--- src/rtl/controle_multiciclo_pkg.sv ---
// Shared state codes, opcode constants and the control-word layout for the
// multicycle controller and its output decoder.
package controle_multiciclo_pkg;

   localparam logic [3:0] FETCH    = 4'd0;
   localparam logic [3:0] DECODE   = 4'd1;
   localparam logic [3:0] MEMADR   = 4'd2;
   localparam logic [3:0] MEMREAD  = 4'd3;
   localparam logic [3:0] MEMWB    = 4'd4;
   localparam logic [3:0] MEMWRITE = 4'd5;
   localparam logic [3:0] EXECUTE  = 4'd6;
   localparam logic [3:0] ALUWB    = 4'd7;
   localparam logic [3:0] BRANCH   = 4'd8;
   localparam logic [3:0] JUMP     = 4'd9;
   localparam logic [3:0] ADDIEX   = 4'd10;
   localparam logic [3:0] ADDIWB   = 4'd11;

   localparam logic [5:0] OP_RTYPE = 6'b000000;
   localparam logic [5:0] OP_LW    = 6'b100011;
   localparam logic [5:0] OP_SW    = 6'b101011;
   localparam logic [5:0] OP_BEQ   = 6'b000100;
   localparam logic [5:0] OP_ADDI  = 6'b001000;
   localparam logic [5:0] OP_J     = 6'b000010;

   typedef struct packed {
      logic       pc_write;
      logic       pc_write_cond;
      logic       ior_d;
      logic       mem_read;
      logic       mem_write;
      logic       mem_to_reg;
      logic       ir_write;
      logic       alu_src_a;
      logic       reg_write;
      logic       reg_dst;
      logic [1:0] alu_src_b;
      logic [1:0] alu_op;
      logic [1:0] pc_source;
      logic       fim_instrucao;
      logic       opcode_invalido;
   } controles_t;

   function automatic logic opcode_suportado(input logic [5:0] op);
      return (op == OP_RTYPE) || (op == OP_LW) || (op == OP_SW) ||
             (op == OP_BEQ) || (op == OP_ADDI) || (op == OP_J);
   endfunction

endpackage

--- src/rtl/controle_saidas.sv ---
// Combinational control decoder: Moore outputs per state, plus the
// memReady-qualified fetch/store strobes and the illegal-opcode flag.
module controle_saidas
   import controle_multiciclo_pkg::*;
(
   input  logic [3:0] estado,
   input  logic       memReady,
   input  logic [5:0] opcode,
   output controles_t ctrl
);

   always_comb begin
      ctrl = '0;
      case (estado)
         FETCH: begin
            ctrl.mem_read  = 1'b1;
            ctrl.alu_src_b = 2'b01;
            ctrl.ir_write  = memReady;
            ctrl.pc_write  = memReady;
         end
         DECODE: begin
            ctrl.alu_src_b       = 2'b11;
            ctrl.opcode_invalido = !opcode_suportado(opcode);
         end
         MEMADR, ADDIEX: begin
            ctrl.alu_src_a = 1'b1;
            ctrl.alu_src_b = 2'b10;
         end
         MEMREAD: begin
            ctrl.mem_read = 1'b1;
            ctrl.ior_d    = 1'b1;
         end
         MEMWB: begin
            ctrl.reg_write     = 1'b1;
            ctrl.mem_to_reg    = 1'b1;
            ctrl.fim_instrucao = 1'b1;
         end
         MEMWRITE: begin
            ctrl.mem_write     = 1'b1;
            ctrl.ior_d         = 1'b1;
            ctrl.fim_instrucao = memReady;
         end
         EXECUTE: begin
            ctrl.alu_src_a = 1'b1;
            ctrl.alu_op    = 2'b10;
         end
         ALUWB: begin
            ctrl.reg_write     = 1'b1;
            ctrl.reg_dst       = 1'b1;
            ctrl.fim_instrucao = 1'b1;
         end
         BRANCH: begin
            ctrl.alu_src_a     = 1'b1;
            ctrl.alu_op        = 2'b01;
            ctrl.pc_write_cond = 1'b1;
            ctrl.pc_source     = 2'b01;
            ctrl.fim_instrucao = 1'b1;
         end
         JUMP: begin
            ctrl.pc_write      = 1'b1;
            ctrl.pc_source     = 2'b10;
            ctrl.fim_instrucao = 1'b1;
         end
         ADDIWB: begin
            ctrl.reg_write     = 1'b1;
            ctrl.fim_instrucao = 1'b1;
         end
         default: ctrl = '0;
      endcase
   end

endmodule

--- src/rtl/controle_multiciclo.sv ---
// Multicycle MIPS-subset control FSM: holds the state register and next-state
// logic; output decoding is delegated to controle_saidas.
module controle_multiciclo
   import controle_multiciclo_pkg::*;
(
   input  logic       clock,
   input  logic       reset_n,
   input  logic [5:0] opcode,
   input  logic       memReady,
   output logic       PCWrite,
   output logic       PCWriteCond,
   output logic       IorD,
   output logic       MemRead,
   output logic       MemWrite,
   output logic       MemtoReg,
   output logic       IRWrite,
   output logic       ALUSrcA,
   output logic       RegWrite,
   output logic       RegDst,
   output logic [1:0] ALUSrcB,
   output logic [1:0] ALUOp,
   output logic [1:0] PCSource,
   output logic [3:0] estado,
   output logic       fimInstrucao,
   output logic       opcodeInvalido
);

   logic [3:0] estado_reg, estado_next;
   controles_t ctrl, ctrl_out;

   always_ff @(posedge clock or negedge reset_n) begin
      if (!reset_n) estado_reg <= FETCH;
      else          estado_reg <= estado_next;
   end

   always_comb begin
      estado_next = FETCH;
      case (estado_reg)
         FETCH:    estado_next = memReady ? DECODE : FETCH;
         DECODE: begin
            case (opcode)
               OP_RTYPE:     estado_next = EXECUTE;
               OP_LW, OP_SW: estado_next = MEMADR;
               OP_BEQ:       estado_next = BRANCH;
               OP_ADDI:      estado_next = ADDIEX;
               OP_J:         estado_next = JUMP;
               default:      estado_next = FETCH;
            endcase
         end
         MEMADR:   estado_next = (opcode == OP_SW) ? MEMWRITE : MEMREAD;
         MEMREAD:  estado_next = memReady ? MEMWB : MEMREAD;
         MEMWRITE: estado_next = memReady ? FETCH : MEMWRITE;
         EXECUTE:  estado_next = ALUWB;
         ADDIEX:   estado_next = ADDIWB;
         default:  estado_next = FETCH;
      endcase
   end

   controle_saidas u_saidas (
      .estado   (estado_reg),
      .memReady (memReady),
      .opcode   (opcode),
      .ctrl     (ctrl)
   );

   // Reset forces every control low without waiting for a clock edge,
   // including the FETCH-state MemRead.
   assign ctrl_out = reset_n ? ctrl : '0;

   assign PCWrite        = ctrl_out.pc_write;
   assign PCWriteCond    = ctrl_out.pc_write_cond;
   assign IorD           = ctrl_out.ior_d;
   assign MemRead        = ctrl_out.mem_read;
   assign MemWrite       = ctrl_out.mem_write;
   assign MemtoReg       = ctrl_out.mem_to_reg;
   assign IRWrite        = ctrl_out.ir_write;
   assign ALUSrcA        = ctrl_out.alu_src_a;
   assign RegWrite       = ctrl_out.reg_write;
   assign RegDst         = ctrl_out.reg_dst;
   assign ALUSrcB        = ctrl_out.alu_src_b;
   assign ALUOp          = ctrl_out.alu_op;
   assign PCSource       = ctrl_out.pc_source;
   assign fimInstrucao   = ctrl_out.fim_instrucao;
   assign opcodeInvalido = ctrl_out.opcode_invalido;
   assign estado         = estado_reg;

endmodule

--- config.mk ---
export PLATFORM = sky130hd
export DESIGN_NAME = controle_multiciclo
export DESIGN_NICKNAME = d
export VERILOG_FILES = /design/src/rtl/controle_multiciclo_pkg.sv /design/src/rtl/controle_saidas.sv /design/src/rtl/controle_multiciclo.sv
export SDC_FILE = /design/constraint.sdc
export NUM_CORES = 1
export LEC_CHECK = 0
export CORE_MARGIN = 10
export CORE_UTILIZATION = 39
export CTS_CLUSTER_DIAMETER = 120
export DETAILED_ROUTE_END_ITERATION = 8
export MAX_ROUTING_LAYER = met4
export PLACE_DENSITY = 0.78
export SLEW_MARGIN = 20
export SYNTH_ARGS = -nofsm -noshare
export SYNTH_HDL_FRONTEND = slang
export SYNTH_SLANG_ARGS = --single-unit
--- constraint.sdc ---
create_clock -name clock -period 1.6 [get_ports clock]
set_input_delay 0.16 -clock clock [delete_from_list [all_inputs] [get_ports clock]]
set_output_delay 0.16 -clock clock [all_outputs]
set_load 0.05 [all_outputs]
==> impl_results.md, run 1 <==
* Run status: did not finish
* Stop stage: clock tree synthesis
* Tool Error: [ERROR DPL-0038] Utilization greater than 100%, impossible to legalize
* Clock Root Buffer: clkbuf_4
* Dpl hpwl at approximately 2800 µm
* Sequential-to-total area share from yosys stat at 0.1600
* EDFF count, synth at 0
* CTS HTree Levels at 1
* Post-CTS Setup Inserts at 17
* Netlist cell types at 39
* Count of warnings emitted by yosys at 0
* Synth top area share at 0.1600
* Commonest cells in the netlist: nor2_1 (10), nor3_1 (8), nand2_1 (6)
* Top-count cell post-synth: nor2_1
* IO Count at 31
* Initial core utilization at 0.4153
* Inst Count DP at 147
* Die Y at ~60 µm
* Cts bufs inserted at 3
* Routability cong. at approximately 0.91
* Die width at between 60 and 70 µm
* Hold buffer count at CTS at 0
* Most used DFF post-synth: dfrtp_1
* Cell area after synthesis at between 600 and 700 µm²
* Area after DPL at about 1400 µm²
* Synth async-reset ratio at 1.000
* Syn Nets at between 90 and 100
* Yosys reg bits at 4
* Post-cts sizing count at 25
* CTS Sinks at 4
* Synthesized area per cell at between 7 and 8 µm²
* Largest buffer count on any clock path at 2
* Largest area contributor in the synthesized netlist: dfrtp_1
* Cells after synthesis at slightly below 90
* Ranking of synthesized cells by area: dfrtp_1 (16%), nor3_1 (6.4%), nor2_1 (6.0%), nand2b_1 (5.0%), buf_2 (4.0%)
* Row count at 14
* Number of port buffers at 30
-- stage by stage --
step	utilization	setup TNS, ns	hold WS [ns]	worst slack (ns)
detailed placement	0.9601	-0.9896	0.6177	-0.1387
global placement	0.9601	-0.4753	0.5917	-0.08875
floorplan	-	-2.541	-0.1356	-0.3736
-- kinds of logic after synthesis --
logic type / count (synthesis) / synth area share
buffers and inverters: 10 / 0.08800
AND/OR/NAND/NOR: 53 / 0.4900
XOR/XNOR: 3 / 0.04201
flip-flops: 4 / 0.1600
AO/OA/AOI/OAI: 17 / 0.2040
adder cells (fa/ha/maj): 1 / 0.01600
==> run 2, diff against run 1 <==
- CORE_AREA: not set -> 10 10 71 73
- CORE_MARGIN: 10 -> not set
- CORE_UTILIZATION: 39 -> not set
- CTS_CLUSTER_DIAMETER: 120 -> not set
- DIE_AREA: not set -> 0 0 81 83
- MAX_ROUTING_LAYER: met4 -> not set
- PLACE_DENSITY: 0.78 -> not set
- PLACE_DENSITY_LB_ADDON: not set -> 0.15
==> impl_results.md, run 2 <==
* Run status: finished, violations left
* Failing checks: negative setup slack
* Via-per-instance ratio at around 4.5
* Yosys reg bits at 4
* RSZ-0062 raised after global routing: true
* Ranking of synthesized cells by area: dfrtp_1 (16%), nor3_1 (6.4%), nor2_1 (6.0%), nand2b_1 (5.0%), buf_2 (4.0%)
* Vias in the first global route at 1,014
* Lkg Pwr at 0.0007183 µW
* First-pass GRT wire length at roughly 4900 µm
* Critical-path maximum fanout at 8
* Die width at roughly 81 µm
* Worst hold path type: input pin to async pin
* Synth async-reset ratio at 1.000
* Fin nets at 168
* Cell Pwr Density at 1455 nW/µm²
* Utilization after layout at 0.5110
* Dpl hpwl at around 2200 µm
* Tightest Pin Transition at 0.3295 ns
* Crit share post-route at 1.031
* Critical path class: flop to primary output
* Initial core utilization at 0.1722
* Count of warnings emitted by yosys at 0
* Slew headroom at 0.7783
* Max frequency at 0.6060 GHz
* CTS tree: yes
* Final min period at ~1.7 ns
* Endpoints failing setup at 3
* Largest buffer count on any clock path at 2
* Commonest non-fill, non-tap cell in the layout: buf_4
* Non-Filler Instances at between 200 and 250
* Largest net degree at the start of global routing at 10
* Total Routed Length at roughly 2800 µm
* Overall routing resource usage at 0.08785
* Area of the multi-input gates at 725.7 µm²
* Worst reg2reg path depth at 4
* Worst reg-to-reg setup slack at roughly 0.070 ns
* Arrival time worst endpoint at approximately 1.5 ns
* Largest area contributor in the synthesized netlist: dfrtp_1
* Synthesized area per cell at between 7 and 8 µm²
* Area growth syn-to-layout at 196.8%
* Layout cells sized above 1 at 0.7070
* Clock Root Buffer: clkbuf_8
* Syn Nets at 97
* Final slew viol count at 0
* Initial antenna violation count at 0
* DRT iter0 DRCs at 48
* Die area at approximately 6700 µm²
* Worst EP required at 1.44 ns
* Synth top area share at 0.1600
* Setup ws final at -0.05024 ns
* Drt wl/cell at roughly 14 µm
* Netlist cell types at 39
* R2R Path Start: estado[1]
* Row count at 22
* Endpoint class of the critical path: primary output
* Startpoint types: flop
* TNS Setup at -0.1011 ns
* Top-count cell post-synth: nor2_1
* Clock power frac at 0.082
* Sw Ratio at 0.4539
* Comb power frac at 0.837
* Number of port buffers at 30
* IO Count at 31
* Cell area after synthesis at roughly 630 µm²
* Hold buffer count at CTS at 0
* Post-route ant nets at 0
* Clock-pin slew on the worst setup and hold paths at around 0.040 ns
* Die Y at 83 µm
* N_diodes at 0
* Cell Int Power at between 1000 and 1500 µW
* Worst-Skew Late Latency at roughly 0.23 ns
* EDFF count, synth at 0
* Overall power at approximately 2700 µW
* Psw at about 1200 µW
* Most frequent cells in the layout: buf_4 (33), buf_12 (25), buf_6 (8), clkdlybuf4s50_1 (7), nor3_4 (6)
* Maxcap violations at 0
* Sequential-to-total area share from yosys stat at 0.1600
* Routability cong. at roughly 0.85
* First-pass iteration count of the detailed router at 4
* Cells after synthesis at between 80 and 90
* FILL cells at about 350
* Register area at 105.1 µm²
* Most used DFF post-synth: dfrtp_1
* Max reg flops at 4
* CTS HTree Levels at 1
* Inst Count DP at between 150 and 200
* Worst vdd ir at between 0.0004 and 0.0005 V
* Capturing point of the worst reg2reg path: estado[2]
* Core ar. at approximately 3600 µm²
* Commonest cells in the netlist: nor2_1 (10), nor3_1 (8), nand2_1 (6)
* Setup Skew at about 0.0079 ns
* Via count at roughly 900
* Grt ovf at 0
* Cts bufs inserted at 3
* CTS Sinks at 4
* Final hold viol count at 0
* # DRC at 0
* Flop pwr share at 0.081
* Hold_ws at slightly above 0.07 ns
==> run 2: cell families after synthesis <==
kind of cell             after synthesis  share of synthesized area
flip-flops                             4                     0.1600
adder cells (fa/ha/maj)                1                    0.01600
XOR/XNOR                               3                    0.04201
buffers and inverters                 10                    0.08800
AND/OR/NAND/NOR                       53                     0.4900
AO/OA/AOI/OAI                         17                     0.2040
==> run 2: power groups by stage <==
stage / Sequential (µW) / Combinational [µW] / Clock (µW)
floorplan: 284 / 1010 / 0
global placement: 265 / 1790 / 0
detailed placement: 262 / 1790 / 0
CTS: 214 / 2130 / 224
global route: 226 / 2380 / 235
finish: 218 / 2260 / 222
==> run 2: final cells by class <==
type	instances	share of cell area
Timing Repair Buffer	74	0.4939
Multi-Input combinational cell	74	0.3908
Inverter	2	0.004043
Sequential cell	4	0.05660
Tap cell	48	0.03235
Clock buffer	3	0.02224
==> run 2: through the flow <==
stage / worst slack (ns) / cell area [µm²]
floorplan: -0.3736 / 829.5
global placement: -0.07457 / 1526
detailed placement: -0.1035 / 1526
CTS: -0.09002 / 1769
global route: -0.1171 / 1857
finish: -0.05024 / 1857
==> run 2: what timing repair did <==
item	CTS	global route
setup endpoints to repair	14	19
resized for setup	13	16
setup buffers	17	4
pin swaps	10	7
gates cloned	0	0
==> run 2: worst max path at each step <==
| stage | startpoint | end | slack [ns] | cells past startpoint |
|---|---|---|---|---|
| floorplan | estado[2] | PCSource[0] | -0.37 | 5 |
| global placement | reset_n | PCWriteCond | -0.07 | 6 |
| detailed placement | reset_n | PCSource[0] | -0.10 | 6 |
| CTS | estado[2] | PCSource[0] | -0.09 | 4 |
| global route | estado[3] | PCSource[0] | -0.12 | 4 |
| finish | estado[3] | PCSource[0] | -0.05 | 4 |
==> run 2: metal layers <==
layer,GRT usage,share of wire
met1,0.1002,0.43
met2,0.1470,0.50
met4,0.02817,0.013
met5,0,0
met3,0.03017,0.056
==> run 2: critical path, stage by stage, from the launching register on <==
cell and delay (ns):
dfrtp_2 0.48, inv_2 0.06, or2_4 0.27, nor3_4 0.27, buf_12 0.18
Power figures use the tool's default switching activity.
==> run 3, diff against run 2 <==
- ABC_AREA: not set -> 1
- CAP_MARGIN: not set -> 20
==> impl_results.md, run 3 <==
* Lkg Pwr at just over 0.0006 µW
* Area growth syn-to-layout at 146.5%
* Die width at slightly above 80 µm
* Syn Nets at around 120
* Most used DFF post-synth: dfrtp_1
* Finished Cell Area at about 1400 µm²
* Worst vdd ir at just over 0.0004 V
* Arrival time worst endpoint at between 1 and 1.5 ns
* Drt wl/cell at roughly 11 µm
* Layout cells sized above 1 at 0.5067
* CTS Sinks at 4
* Post-route ant nets at 0
* Overall routing resource usage at 0.06762
* Cells after synthesis at around 110
* First-pass GRT wire length at between 3000 and 4000 µm
* Core ar. at between 3000 and 4000 µm²
* Max reg flops at 4
* Die area at 6723 µm²
* RSZ-0062 raised after global routing: true
* Worst EP required at about 1.4 ns
* Endpoints failing setup at 0
* DRT iter0 DRCs at 22
* Critical-path maximum fanout at 5
* Row count at 22
* Routability cong. at between 0.8 and 0.9
* Ranking of synthesized cells by area: nand2_1 (21%), dfrtp_1 (18%), nor2_1 (18%), nand3_1 (12%), inv_1 (9.6%)
* Cell area after synthesis at 549.3 µm²
* Commonest cells in the netlist: nand2_1 (31), nor2_1 (26), inv_1 (14)
* TNS Setup at 0 ns
* Fin nets at 161
* Run status: finished clean
* Crit share post-route at 0.9964
* Tightest Pin Transition at between 0.2 and 0.3 ns
* Slew headroom at 0.8183
* Cell Pwr Density at approximately 1400 nW/µm²
* First-pass iteration count of the detailed router at 4
* Endpoint class of the critical path: primary output
* Via-per-instance ratio at between 3 and 4
* # DRC at 0
* Grt ovf at 0
* Initial core utilization at 0.1512
* Via count at 786
* Hold buffer count at CTS at 0
* Netlist cell types at 16
* Final min period at around 1.6 ns
* Area after DPL at 1216 µm²
* CTS tree: yes
* Largest net degree at the start of global routing at 16
* N_diodes at 0
* Synthesized area per cell at between 5 and 6 µm²
* Clock-pin slew on the worst setup and hold paths at roughly 0.03 ns
* EDFF count, synth at 0
* Largest area contributor in the synthesized netlist: nand2_1
* Synth async-reset ratio at 1.000
* Clock Root Buffer: clkbuf_8
* Cts bufs inserted at 3
* Worst hold path type: input pin to async pin
* Routed length on met1 at between 800 and 900 µm
* Max frequency at between 0.6 and 0.7 GHz
* Met3 wire len at around 110 µm
* Setup Skew at approximately 0.00037 ns
* Critical path class: flop to primary output
* Top-count cell post-synth: nand2_1
* Sequential-to-total area share from yosys stat at 0.1822
* Count of warnings emitted by yosys at 0
* Largest buffer count on any clock path at 2
* Maxcap violations at 0
* Number of port buffers at 30
* Dpl hpwl at about 1900 µm
* Final hold viol count at 0
* Total Routed Length at about 2100 µm
* Hold_ws at between 0.2 and 0.3 ns
* Vias in the first global route at a little under 900
* Synth top area share at 0.2118
* Most frequent cells in the layout: nand2_1 (25), buf_12 (18), nor2_1 (16), buf_4 (15)
* DR top layer: met3
* Worst-Skew Late Latency at ~0.21 ns
* Initial antenna violation count at 0
* Yosys reg bits at 4
* Inst Count DP at 190
* CTS HTree Levels at 1
* Non-Filler Instances at between 150 and 200
* IO Count at 31
* DR WL met2 at between 1000 and 1500 µm
* Commonest non-fill, non-tap cell in the layout: nand2_1
* Worst reg-to-reg setup slack at just under 0.4 ns
* Final slew viol count at 0
* Die Y at between 80 and 90 µm
* Startpoint types: flop
[run 3: worst max-delay path, stage by stage (launching register included)]
cell	delay, ns
dfrtp_2	0.44
buf_4	0.16
nor2_4	0.13
nand2_2	0.12
a31oi_4	0.22
buf_12	0.16
[run 3: logic make-up after synthesis]
logic type      count (synthesis)  synth area share
buf+inv                        18            0.1298
flops                           4            0.1822
simple gates                   77            0.6127
compound gates                  8           0.07517
[run 3: what timing repair did]
action | in CTS | in global routing
pin swaps | 3 | 7
setup buffers | 2 | 3
endpoints found under the setup margin | 10 | 12
resized for setup | 11 | 8
[run 3: routing by layer]
layer / vias up / global-route usage
met2: 21 / 0.1239
met4: 0 / 0.02817
met5: - / 0
met1: 351 / 0.06880
li1: 414 / -
met3: 0 / 0.01724
[run 3: power by group]
part           internal [µW]  switching (µW)
Clock                    160            45.4
Combinational            592             851
Sequential               138            61.6
Total                    890             958
[run 3: final timing paths]
check | cells after the start | to | from
max | 5 | ALUSrcA | estado[0]
min | 2 | estado[1] | reset_n
max reg2reg | 7 | estado[2] | estado[0]
min reg2reg | 4 | estado[3] | estado[3]
max in group asynchronous | 2 | estado[2] | reset_n
min in group clock | 4 | estado[1] | opcode[2]
[run 3: layout make-up]
| type | instances | area, µm² |
|---|---|---|
| fillers | 394 | 2280 |
| repair buffers | 42 | 564.3 |
| multi-input cells | 85 | 520.5 |
| flip-flops and latches | 4 | 105.1 |
| inverters | 16 | 62.56 |
| well taps | 48 | 60.06 |
| clock buffers | 3 | 41.29 |
[run 3: through the flow]
step                      setup slack (ns)  total power (µW)  utilization
final                             0.005702              1848       0.3726
after global routing              -0.05368              1960       0.3726
after CTS                         -0.01768              1809       0.3602
after detailed placement           0.04455              1485       0.3347
after global placement             0.05937              1485       0.3347
after floorplan                   -0.05293             953.6            -
